--- src/rtl/sobel_pkg.sv ---
// Shared pixel/gradient types and helpers for the Sobel word engine.
package sobel_pkg;
  localparam int unsigned PIX_W        = 8;
  localparam int unsigned PIX_PER_WORD = 4;
  localparam int unsigned WORD_W       = PIX_W * PIX_PER_WORD;

  typedef logic [PIX_W-1:0]  pix_t;
  typedef logic signed [10:0] grad_t;
  typedef logic [9:0]        sum_t;

  localparam pix_t MAG_SAT = 8'd255;

  // Weighted 1-2-1 sum; the middle tap is doubled.
  function automatic sum_t wsum(pix_t a, pix_t b, pix_t c);
    return sum_t'(a) + {1'b0, b, 1'b0} + sum_t'(c);
  endfunction
endpackage

--- src/rtl/sobel_word_engine_if.sv ---
// Window-in / edge-out bus of the Sobel word engine.
interface sobel_word_engine_if;
  import sobel_pkg::*;

  logic              write_en;
  logic [WORD_W-1:0] w0, w1, w2, w3, w4, w5;
  logic [WORD_W-1:0] edge_word;
  logic              edge_valid;
  logic [6:0]        edge_col;
  logic [15:0]       edge_row;

  modport master (output write_en, w0, w1, w2, w3, w4, w5,
                  input  edge_word, edge_valid, edge_col, edge_row);
  modport slave  (input  write_en, w0, w1, w2, w3, w4, w5,
                  output edge_word, edge_valid, edge_col, edge_row);
endinterface

--- src/rtl/sobel_pixel_kernel.sv ---
// One-pixel 3x3 Sobel magnitude, three register stages.
// Optional binarisation selected by macro SOBEL_THRESHOLD_EN.
module sobel_pixel_kernel
  import sobel_pkg::*;
#(
  parameter pix_t THRESHOLD = 8'd64
) (
  input  logic       clk,
  input  logic       rst,
  input  logic       s1_en,
  input  logic       s2_en,
  input  logic       s3_en,
  input  pix_t [2:0] top_px,
  input  pix_t [2:0] mid_px,
  input  pix_t [2:0] bot_px,
  output pix_t       result
);
  sum_t        l_q, l_d, r_q, r_d, t_q, t_d, b_q, b_d;
  grad_t       gx_q, gx_d, gy_q, gy_d;
  pix_t        res_q, res_d;
  logic [10:0] ax, ay, mag;
  pix_t        sat;

  // Stage 1: weighted column/row sums around the centre
  always_comb begin
    l_d = l_q;
    r_d = r_q;
    t_d = t_q;
    b_d = b_q;
    if (s1_en) begin
      l_d = wsum(top_px[0], mid_px[0], bot_px[0]);
      r_d = wsum(top_px[2], mid_px[2], bot_px[2]);
      t_d = wsum(top_px[0], top_px[1], top_px[2]);
      b_d = wsum(bot_px[0], bot_px[1], bot_px[2]);
    end
  end

  // Stage 2: signed horizontal and vertical gradients
  always_comb begin
    gx_d = gx_q;
    gy_d = gy_q;
    if (s2_en) begin
      gx_d = $signed({1'b0, r_q}) - $signed({1'b0, l_q});
      gy_d = $signed({1'b0, b_q}) - $signed({1'b0, t_q});
    end
  end

  // Stage 3: L1 magnitude, saturate, optional binarise
  always_comb begin
    ax    = gx_q[10] ? -gx_q : gx_q;
    ay    = gy_q[10] ? -gy_q : gy_q;
    mag   = ax + ay;
    sat   = (mag > {3'b000, MAG_SAT}) ? MAG_SAT : mag[7:0];
    res_d = res_q;
    if (s3_en) begin
`ifdef SOBEL_THRESHOLD_EN
      res_d = (sat > THRESHOLD) ? '1 : '0;
`else
      res_d = sat;
`endif
    end
  end

`ifndef SOBEL_THRESHOLD_EN
  pix_t unused_threshold;
  assign unused_threshold = THRESHOLD;
`endif

  // Pipeline registers
  always_ff @(posedge clk) begin
    if (rst) begin
      l_q   <= '0;
      r_q   <= '0;
      t_q   <= '0;
      b_q   <= '0;
      gx_q  <= '0;
      gy_q  <= '0;
      res_q <= '0;
    end else begin
      l_q   <= l_d;
      r_q   <= r_d;
      t_q   <= t_d;
      b_q   <= b_d;
      gx_q  <= gx_d;
      gy_q  <= gy_d;
      res_q <= res_d;
    end
  end

  assign result = res_q;
endmodule

--- src/rtl/sobel_word_engine.sv ---
// Sobel word engine: 4 pixels per word, position tracking and
// qualification of the 3-row window. Optional feature macro:
// SOBEL_THRESHOLD_EN (binarise each output byte against THRESHOLD).
module sobel_word_engine
  import sobel_pkg::*;
#(
  parameter int unsigned LINE_WORDS = 78,
  parameter pix_t        THRESHOLD  = 8'd64
) (
  input logic                clk,
  input logic                rst,
  sobel_word_engine_if.slave bus
);
  logic        we_q, we_d;
  logic [6:0]  col_q, col_d;
  logic [15:0] row_q, row_d;
  logic        qual;
  logic        v1_q, v1_d, v2_q, v2_d, v3_q, v3_d;
  logic [6:0]  col1_q, col1_d, col2_q, col2_d, col3_q, col3_d;
  logic [15:0] row1_q, row1_d, row2_q, row2_d, row3_q, row3_d;

  logic [2*WORD_W-1:0] top_win, mid_win, bot_win;
  pix_t [2*PIX_PER_WORD-1:0] top_px, mid_px, bot_px;
  logic [WORD_W-1:0] edge_word_w;

  // Unpack each row into p0..p7, p0 = leftmost byte of the older word
  always_comb begin
    top_win = {bus.w0, bus.w1};
    mid_win = {bus.w2, bus.w3};
    bot_win = {bus.w4, bus.w5};
    for (int unsigned i = 0; i < 2 * PIX_PER_WORD; i++) begin
      top_px[i] = top_win[2*WORD_W-1-PIX_W*i -: PIX_W];
      mid_px[i] = mid_win[2*WORD_W-1-PIX_W*i -: PIX_W];
      bot_px[i] = bot_win[2*WORD_W-1-PIX_W*i -: PIX_W];
    end
  end

  // Column/row position and window qualification
  always_comb begin
    we_d  = bus.write_en;
    col_d = col_q;
    row_d = row_q;
    if (we_q) begin
      if (col_q == 7'(LINE_WORDS - 1)) begin
        col_d = '0;
        if (row_q != '1) row_d = row_q + 16'd1;
      end else begin
        col_d = col_q + 7'd1;
      end
    end
    qual = we_q && (row_q >= 16'd2) && (col_q != '0);
  end

  // Valid bits and position tags travel with the data
  always_comb begin
    v1_d   = qual;
    v2_d   = v1_q;
    v3_d   = v2_q;
    col1_d = qual ? col_q  : col1_q;
    row1_d = qual ? row_q  : row1_q;
    col2_d = v1_q ? col1_q : col2_q;
    row2_d = v1_q ? row1_q : row2_q;
    col3_d = v2_q ? col2_q : col3_q;
    row3_d = v2_q ? row2_q : row3_q;
  end

  // Control and tag registers
  always_ff @(posedge clk) begin
    if (rst) begin
      we_q   <= 1'b0;
      col_q  <= '0;
      row_q  <= '0;
      v1_q   <= 1'b0;
      v2_q   <= 1'b0;
      v3_q   <= 1'b0;
      col1_q <= '0;
      row1_q <= '0;
      col2_q <= '0;
      row2_q <= '0;
      col3_q <= '0;
      row3_q <= '0;
    end else begin
      we_q   <= we_d;
      col_q  <= col_d;
      row_q  <= row_d;
      v1_q   <= v1_d;
      v2_q   <= v2_d;
      v3_q   <= v3_d;
      col1_q <= col1_d;
      row1_q <= row1_d;
      col2_q <= col2_d;
      row2_q <= row2_d;
      col3_q <= col3_d;
      row3_q <= row3_d;
    end
  end

  for (genvar c = 0; c < PIX_PER_WORD; c++) begin : g_kernel
    sobel_pixel_kernel #(.THRESHOLD(THRESHOLD)) u_kernel (
      .clk   (clk),
      .rst   (rst),
      .s1_en (qual),
      .s2_en (v1_q),
      .s3_en (v2_q),
      .top_px(top_px[c+2:c]),
      .mid_px(mid_px[c+2:c]),
      .bot_px(bot_px[c+2:c]),
      .result(edge_word_w[WORD_W-1-PIX_W*c -: PIX_W])
    );
  end

  assign bus.edge_word  = edge_word_w;
  assign bus.edge_valid = v3_q;
  assign bus.edge_col   = col3_q;
  assign bus.edge_row   = row3_q;
endmodule

--- src/flat_wrapper.sv ---
// flat-port wrapper written by rule: the top's interface ports become plain ports
module sobel_word_engine_flat import sobel_pkg::*;
#(
  parameter int unsigned LINE_WORDS = 78,
  parameter pix_t        THRESHOLD  = 8'd64
)
  (clk, rst, bus_write_en, bus_w0, bus_w1, bus_w2, bus_w3, bus_w4, bus_w5, bus_edge_word, bus_edge_valid, bus_edge_col, bus_edge_row);
  sobel_word_engine_if bus_i ();
  input logic clk;
  input logic rst;
  input wire logic [$bits(bus_i.write_en)-1:0] bus_write_en;
  input wire logic [$bits(bus_i.w0)-1:0] bus_w0;
  input wire logic [$bits(bus_i.w1)-1:0] bus_w1;
  input wire logic [$bits(bus_i.w2)-1:0] bus_w2;
  input wire logic [$bits(bus_i.w3)-1:0] bus_w3;
  input wire logic [$bits(bus_i.w4)-1:0] bus_w4;
  input wire logic [$bits(bus_i.w5)-1:0] bus_w5;
  output wire logic [$bits(bus_i.edge_word)-1:0] bus_edge_word;
  output wire logic [$bits(bus_i.edge_valid)-1:0] bus_edge_valid;
  output wire logic [$bits(bus_i.edge_col)-1:0] bus_edge_col;
  output wire logic [$bits(bus_i.edge_row)-1:0] bus_edge_row;
  assign bus_i.write_en = bus_write_en;
  assign bus_i.w0 = bus_w0;
  assign bus_i.w1 = bus_w1;
  assign bus_i.w2 = bus_w2;
  assign bus_i.w3 = bus_w3;
  assign bus_i.w4 = bus_w4;
  assign bus_i.w5 = bus_w5;
  assign bus_edge_word = bus_i.edge_word;
  assign bus_edge_valid = bus_i.edge_valid;
  assign bus_edge_col = bus_i.edge_col;
  assign bus_edge_row = bus_i.edge_row;
  sobel_word_engine #(.LINE_WORDS(LINE_WORDS), .THRESHOLD(THRESHOLD)) u_core (.clk(clk), .rst(rst), .bus(bus_i));
endmodule
--- config.mk ---
export PLATFORM = sky130hd
export DESIGN_NAME = sobel_word_engine_flat
export DESIGN_NICKNAME = d
export VERILOG_FILES = /design/src/rtl/sobel_pkg.sv /design/src/rtl/sobel_word_engine_if.sv /design/src/rtl/sobel_pixel_kernel.sv /design/src/rtl/sobel_word_engine.sv /design/src/flat_wrapper.sv
export SDC_FILE = /design/constraint.sdc
export NUM_CORES = 1
export LEC_CHECK = 0
export CORE_ASPECT_RATIO = 2
export CORE_MARGIN = 2
export CORE_UTILIZATION = 40
export CTS_CLUSTER_DIAMETER = 120
export DETAILED_ROUTE_END_ITERATION = 12
export GPL_ROUTABILITY_DRIVEN = 0
export HOLD_SLACK_MARGIN = 0.05
export PLACE_DENSITY = 0.58
export SETUP_SLACK_MARGIN = 0.15
export SYNTH_ARGS = -nofsm -noshare
export SYNTH_HDL_FRONTEND = slang
export SYNTH_HIERARCHICAL = 1
export SYNTH_SLANG_ARGS = --single-unit
--- constraint.sdc ---
create_clock -name clk -period 3.1 [get_ports clk]
set_input_delay 0.775 -clock clk [delete_from_list [all_inputs] [get_ports clk]]
set_output_delay 0.775 -clock clk [all_outputs]
set_load 0.1 [all_outputs]
==> flow_metrics.py, run 1 <==
metrics = {
    "outcome": {
        "run_status": "finished, violations left",
        "violations": "negative setup slack",
    },
    "cts": {
        "clk_latency_ps": 600,
        "numCtsBuffers": 40,
        "cts_tree": "built",
        "h-tree-depth": 2,
        "clock_sinks": 376,
        "clkTransAtPathRegs_ps": 60,
        "cts_root_buf": "clkbuf_16",
        "clk_path_buf_depth": 3,
    },
    "job": {
        "max-cap-violations": 0,
    },
    "timing": {
        "fmax_mhz": 313,
        "timing.hold.ws_ps": 463,
        "fin_crit_sh_pct": 103,
        "rsz0062_at_grt": "yes",
        "fin_crit_ps": 3190,
        "fin_ws_ps": -93.3,
        "relSlewSlack_pct": 50.4,
        "clock-skew-final_ps": 38.9,
        "hold_viol_final": 0,
        "worst_slew_pin_slew_ps": 745,
        "drv_slew": 0,
        "setup_viol": 16,
    },
    "yosys": {
        "yosysWarnings": 6,
        "async_flop_share_pct": 0,
        "synth.avg_cell_area_sq_um": 8.82,
        "synth-main-ff-cell": "dfxtp_1",
        "yosysUniqueCellTypes": 91,
        "synth_area_leaders": "dfxtp_1 27%, ha_1 12%, fa_1 9.9%, mux2i_1 6.0%, nor2_1 4.8%",
        "seq_area_frac_synth_pct": 26.6,
        "synth_top_area_share_pct": 26.6,
        "ys_ff_latch": 376,
        "synth_cells": 3214,
        "synth-edff-count": 0,
        "netlist_area_sq_mm": 0.0283,
        "synth_top_area_cell": "dfxtp_1",
        "syn_nets": 3826,
    },
    "cells_and_area": {
        "finalInstanceArea_sq_mm": 0.0360,
        "final_common_cell": "buf_4",
        "nets": 4292,
        "layout-drive-gt1-share_pct": 18.3,
        "final_cell_mix": "366 x buf_4, 364 x nor2_1, 363 x dfxtp_1",
        "n_antenna_cell": 0,
        "area_delta_synth_final_pct": 26.9,
        "nFillCells": 6674,
    },
    "global_route": {
        "grt_pass1_vias": 24000,
        "grtUsageTotal_pct": 22.6,
        "grt_max_degree": 99,
        "grt_pass1_wl_um": 131000,
        "antenna_found_initial": 0,
        "globalRouteOverflowTotal": 0,
    },
    "min_path": {
        "hold_class": "reg -> reg",
        "hold_depth": 2,
    },
    "detailed_routing": {
        "drtPass1Iterations": 5,
        "avgViaCountPerCell": 5.37,
        "wire_per_inst_um": 18.0,
        "drt_wl_total_um": 83100,
        "drt_iter0_markers": 1464,
        "ant_nets": 0,
        "vias": 24800,
        "post-route-drc-count": 0,
    },
    "die": {
        "dieArea_sq_mm": 0.0731,
        "io_pins": 251,
        "core_sq_mm": 0.0704,
        "start_util_pct": 40.2,
        "die_x_um": 192,
        "chipHeight_um": 380,
        "core.rowCount": 138,
    },
    "critical_path": {
        "worst-endpoint-arrival_ps": 3670,
        "reg2reg_depth": 13,
        "critical_path_required_ps": 3580,
        "startpoint_type": "flip-flop",
        "crit_type": "reg -> reg",
        "crit_fanout": 6,
        "worstSetupEndpointType": "flip-flop",
    },
    "placement": {
        "dpl_cell_area_sq_mm": 0.0336,
        "port_buffers": 202,
        "hpwl_um": 64300,
    },
    "pwr": {
        "p_leak_nw": 14.3,
        "ir_drop_v": 0.000455,
        "power_density_mw_per_mm2": 374,
    },
}
[where the power goes]
group | internal (mW) | leakage (nW) | switching, mW
combinational | 1.73 | 10.6 | 1.72
sequential | 4.83 | 3.04 | 0.00395
clock | 2.93 | 0.676 | 2.23
[what timing repair did]
action | CTS | global route
setup buffers | 27 | 12
pin swaps | 60 | 61
resized for setup | 102 | 135
hold buffers | 0 | 0
endpoints found under the hold margin | 0 | 0
endpoints found under the setup margin | 63 | 92
[synth_stat cells (43+ instances only)]
library cell	n
inv_1	233
dfxtp_1	376
ha_1	277
fa_1	140
xor2_1	43
a21oi_1	141
o21ai_0	180
nand2_1	150
nor2_1	365
nor3b_1	54
a211oi_1	83
nor3_1	68
nand2b_1	73
mux2i_1	170
nand3_1	70
clkbuf_1	85
nor2b_1	58
xnor2_1	127
[metrics by stage]
step           instances  worst slack [ps]  total power, mW  util, %  TNS [ps]
3_5_place_dp        4509              -728             8.16     47.7    -38400
2_1_floorplan       3214              4.72             6.58        -         0
6_report            4619             -93.3             13.4     51.1      -863
3_3_place_gp        4509              -596             8.13     47.7    -35910
4_1_cts             4607             -94.9             13.5     50.4     -1160
5_1_grt             4619              -196             14.1     51.1     -3050
[state kept, by name, summed over array words and instances (netlist names), 16 cells and up]
signal                           count
u_core/g_kernel.u_kernel/gy_q       44
u_core/bus.edge_row                 16
u_core/row_q                        16
u_core/row2_q                       16
u_core/g_kernel.u_kernel/r_q        40
u_core/g_kernel.u_kernel/b_q        40
u_core/g_kernel.u_kernel/result     32
u_core/g_kernel.u_kernel/l_q        40
u_core/g_kernel.u_kernel/t_q        40
u_core/g_kernel.u_kernel/gx_q       44
u_core/row1_q                       16
[worst paths after layout]
kind / from / end / slack (ps)
hold reg to reg: u_core/row1_q[3] / u_core/row1_q[3] / 460
setup reg to reg: u_core/g_kernel[0].u_kernel/gy_q[1] / u_core/g_kernel[0].u_kernel/result[5] / -90
hold / removal: u_core/row1_q[3] / u_core/row1_q[3] / 460
setup / recovery: u_core/g_kernel[0].u_kernel/gy_q[1] / u_core/g_kernel[0].u_kernel/result[5] / -90
[layer usage]
layer | global-route usage, % | share of wire [%]
met5 | 0 | 0
met2 | 34.8 | 44
met1 | 33.1 | 48
met4 | 5.41 | 2.1
met3 | 3.22 | 5.7
[cells by family after synthesis]
| family | after synthesis | synth area share (%) |
|---|---|---|
| simple gates | 1006 | 18.6 |
| xor+xnor | 170 | 5.25 |
| fa+ha+maj | 417 | 22.1 |
| compound gates | 706 | 16.3 |
| flops | 376 | 26.6 |
| buf+inv | 368 | 5.20 |
| mux | 171 | 6.04 |
[area by class of cell]
class	count	area [sq um]	share of cell area, %
clock buffers	56	1140	3.17
well taps	910	1140	3.16
clock inverters	15	226	0.629
repair buffers	558	5020	14.0
inverters	234	881	2.45
flip-flops and latches	376	7560	21.0
multi-input cells	2470	20000	55.6
[worst max-delay path, stage by stage (launching register included)]
cell and delay [ps]:
dfxtp_4 360, inv_4 60, ha_4 130, or4b_4 510
o21ai_2 160, xnor2_1 90, ha_2 250, a2111oi_4 320
o21ai_2 120, nand3_1 90, or3b_4 380, nor4_4 340
buf_6 180, a211oi_2 70
Note: power is estimated with default switching activity, not from simulation.
==> run 2, diff against run 1 <==
--- a/config.mk
+++ b/config.mk
@@ -6,7 +6,7 @@
 export NUM_CORES = 1
 export LEC_CHECK = 0
 export CORE_ASPECT_RATIO = 2
-export CORE_MARGIN = 2
+export CORE_MARGIN = 4
 export CORE_UTILIZATION = 40
 export CTS_CLUSTER_DIAMETER = 120
 export DETAILED_ROUTE_END_ITERATION = 12
==> flow_metrics.py, run 2 (synthesis results as in run 1) <==
metrics = {
    "outcome": {
        "run_status": "finished, violations left",
        "violations": "negative setup slack",
    },
    "cts": {
        "cts_hold_buffers": 0,
        "clk_path_buf_depth": 3,
        "clk_latency_ps": 590,
        "clock_sinks": 376,
        "h-tree-depth": 2,
        "numCtsBuffers": 40,
        "cts_root_buf": "clkbuf_16",
        "clkTransAtPathRegs_ps": 60,
        "cts_tree": "built",
    },
    "critical_path": {
        "worstSetupEndpointType": "flip-flop",
        "critical_path_required_ps": 3530,
        "worst-endpoint-arrival_ps": 3640,
        "rrSetupSlack_ps": -100,
        "crit_fanout": 8,
        "crit_type": "reg -> reg",
        "startpoint_type": "flip-flop",
    },
    "cells_and_area": {
        "reg_top3": "u_core/g_kernel.u_kernel/gx_q (44), u_core/g_kernel.u_kernel/gy_q (44)",
        "area_delta_synth_final_pct": 28.4,
        "finalInstanceArea_sq_mm": 0.0364,
        "final_common_cell": "buf_4",
        "final_cell_mix": "399 x buf_4, 363 x nor2_1, 363 x dfxtp_1",
        "nets": 4328,
        "layout-drive-gt1-share_pct": 19.6,
        "regArea_sq_mm": 0.00755,
        "nFillCells": 6670,
        "multi_input_area_sq_mm": 0.0202,
        "n_antenna_cell": 0,
    },
    "job": {
        "max-cap-violations": 0,
    },
    "pwr": {
        "power_mw": 13.5,
        "pwr-share-clk_pct": 39.0,
        "power_density_mw_per_mm2": 371,
        "pwr-share-seq_pct": 35.8,
        "p_sw_share_pct": 29.0,
        "p_leak_nw": 14.5,
        "ir_drop_v": 0.000420,
        "pwr-share-comb_pct": 25.3,
        "p_int_mw": 9.60,
        "p_switching_mw": 3.91,
    },
    "detailed_routing": {
        "post-route-drc-count": 0,
        "wire_per_inst_um": 19.1,
        "drt_iter0_markers": 1100,
        "ant_nets": 0,
        "drt_wl_total_um": 88900,
        "drtPass1Iterations": 5,
        "vias": 24900,
        "avgViaCountPerCell": 5.36,
    },
    "die": {
        "dieArea_sq_mm": 0.0755,
        "io_pins": 251,
        "start_util_pct": 40.5,
        "chipHeight_um": 384,
        "core.rowCount": 137,
        "die_x_um": 196,
        "core_sq_mm": 0.0699,
    },
    "placement": {
        "hpwl_um": 71600,
        "port_buffers": 202,
        "dpl_cell_area_sq_mm": 0.0341,
    },
    "global_route": {
        "antenna_found_initial": 2,
        "grt_pass1_wl_um": 139000,
        "grt_max_degree": 88,
        "globalRouteOverflowTotal": 0,
        "grt_pass1_vias": 25600,
        "grtUsageTotal_pct": 23.3,
    },
    "timing": {
        "hold_viol_final": 0,
        "fin_ws_ps": -103,
        "fin_crit_sh_pct": 103,
        "setup_viol": 13,
        "fin_crit_ps": 3200,
        "clock-skew-final_ps": 26.4,
        "worst_slew_pin_slew_ps": 657,
        "drv_slew": 0,
        "fmax_mhz": 312,
        "rsz0062_at_grt": "yes",
        "relSlewSlack_pct": 56.2,
    },
    "min_path": {
        "hold_class": "reg -> reg",
    },
}
run 2: cell count changes in the layout (fill, tap and decap cells not counted), sizes merged, moves of 3 or more:
cell and change:
clkdlybuf4s50 -7, dlymetal6s2s -8, inv +3, clkinvlp +3, buf +37, dlygate4sd2 +9
run 2: timing repair:
| action | CTS | global route |
|---|---|---|
| pin swaps | 81 | 71 |
| buffers inserted | 20 | 6 |
| gates resized for setup | 139 | 130 |
| endpoints found under the hold margin | 0 | 0 |
| endpoints found under the setup margin | 83 | 79 |
run 2: worst max-delay path, cell delays in order (launching register included):
cell and delay, ps:
dfxtp_2 340, inv_2 70, ha_4 140, or4b_4 500, buf_6 150, o41ai_4 220
xnor2_1 100, ha_1 310, o21ai_1 70, nand3b_1 80, o211ai_1 90, or3b_4 420
nor4_4 310, buf_12 170, a211oi_1 70
run 2: worst paths after layout:
check,startpoint,endpoint,depth (start not counted)
worst max-delay path,u_core/g_kernel[0].u_kernel/gy_q[0],u_core/g_kernel[0].u_kernel/result[4],14
worst min-delay path,u_core/g_kernel[0].u_kernel/t_q[8],u_core/g_kernel[0].u_kernel/t_q[8],2
worst max register to register,u_core/g_kernel[0].u_kernel/gy_q[0],u_core/g_kernel[0].u_kernel/result[4],14
worst min register to register,u_core/g_kernel[0].u_kernel/t_q[8],u_core/g_kernel[0].u_kernel/t_q[8],2
run 2: power by group through the flow:
stage	combinational, mW	sequential [mW]	clock, mW
5_1_grt	3.76	4.83	5.57
3_3_place_gp	3.21	4.94	0
6_report	3.41	4.83	5.27
2_1_floorplan	1.64	4.94	0
3_5_place_dp	3.24	4.94	0
4_1_cts	3.33	4.83	5.41
run 2: metrics by stage:
step           TNS, ps  util, %  hold slack [ps]  setup slack, ps  std cells
4_1_cts          -1370     51.3              457             -110       4644
5_1_grt          -3230     52.0              476             -252       4650
3_3_place_gp    -42870     48.7              439             -729       4551
6_report          -738     52.0              453             -103       4650
2_1_floorplan        0        -              425             4.72       3214
3_5_place_dp    -44380     48.7              443             -715       4551
run 2: per-layer routing:
layer / wire length, um / global-route usage (%) / share of wire (%)
met1: 32200 / 24.0 / 36
met2: 49000 / 46.3 / 55
met3: 3030 / 2.76 / 3.4
met4: 4600 / 9.86 / 5.2
met5: 20 / 0 / 0.023
run 2: cell type report:
| type | instances | share of cell area (%) |
|---|---|---|
| Multi-Input combinational cell | 2470 | 55.4 |
| Sequential cell | 376 | 20.7 |
| Timing Repair Buffer | 594 | 14.6 |
| Tap cell | 903 | 3.10 |
| Clock buffer | 52 | 3.04 |
| Inverter | 234 | 2.41 |
| Clock inverter | 21 | 0.773 |
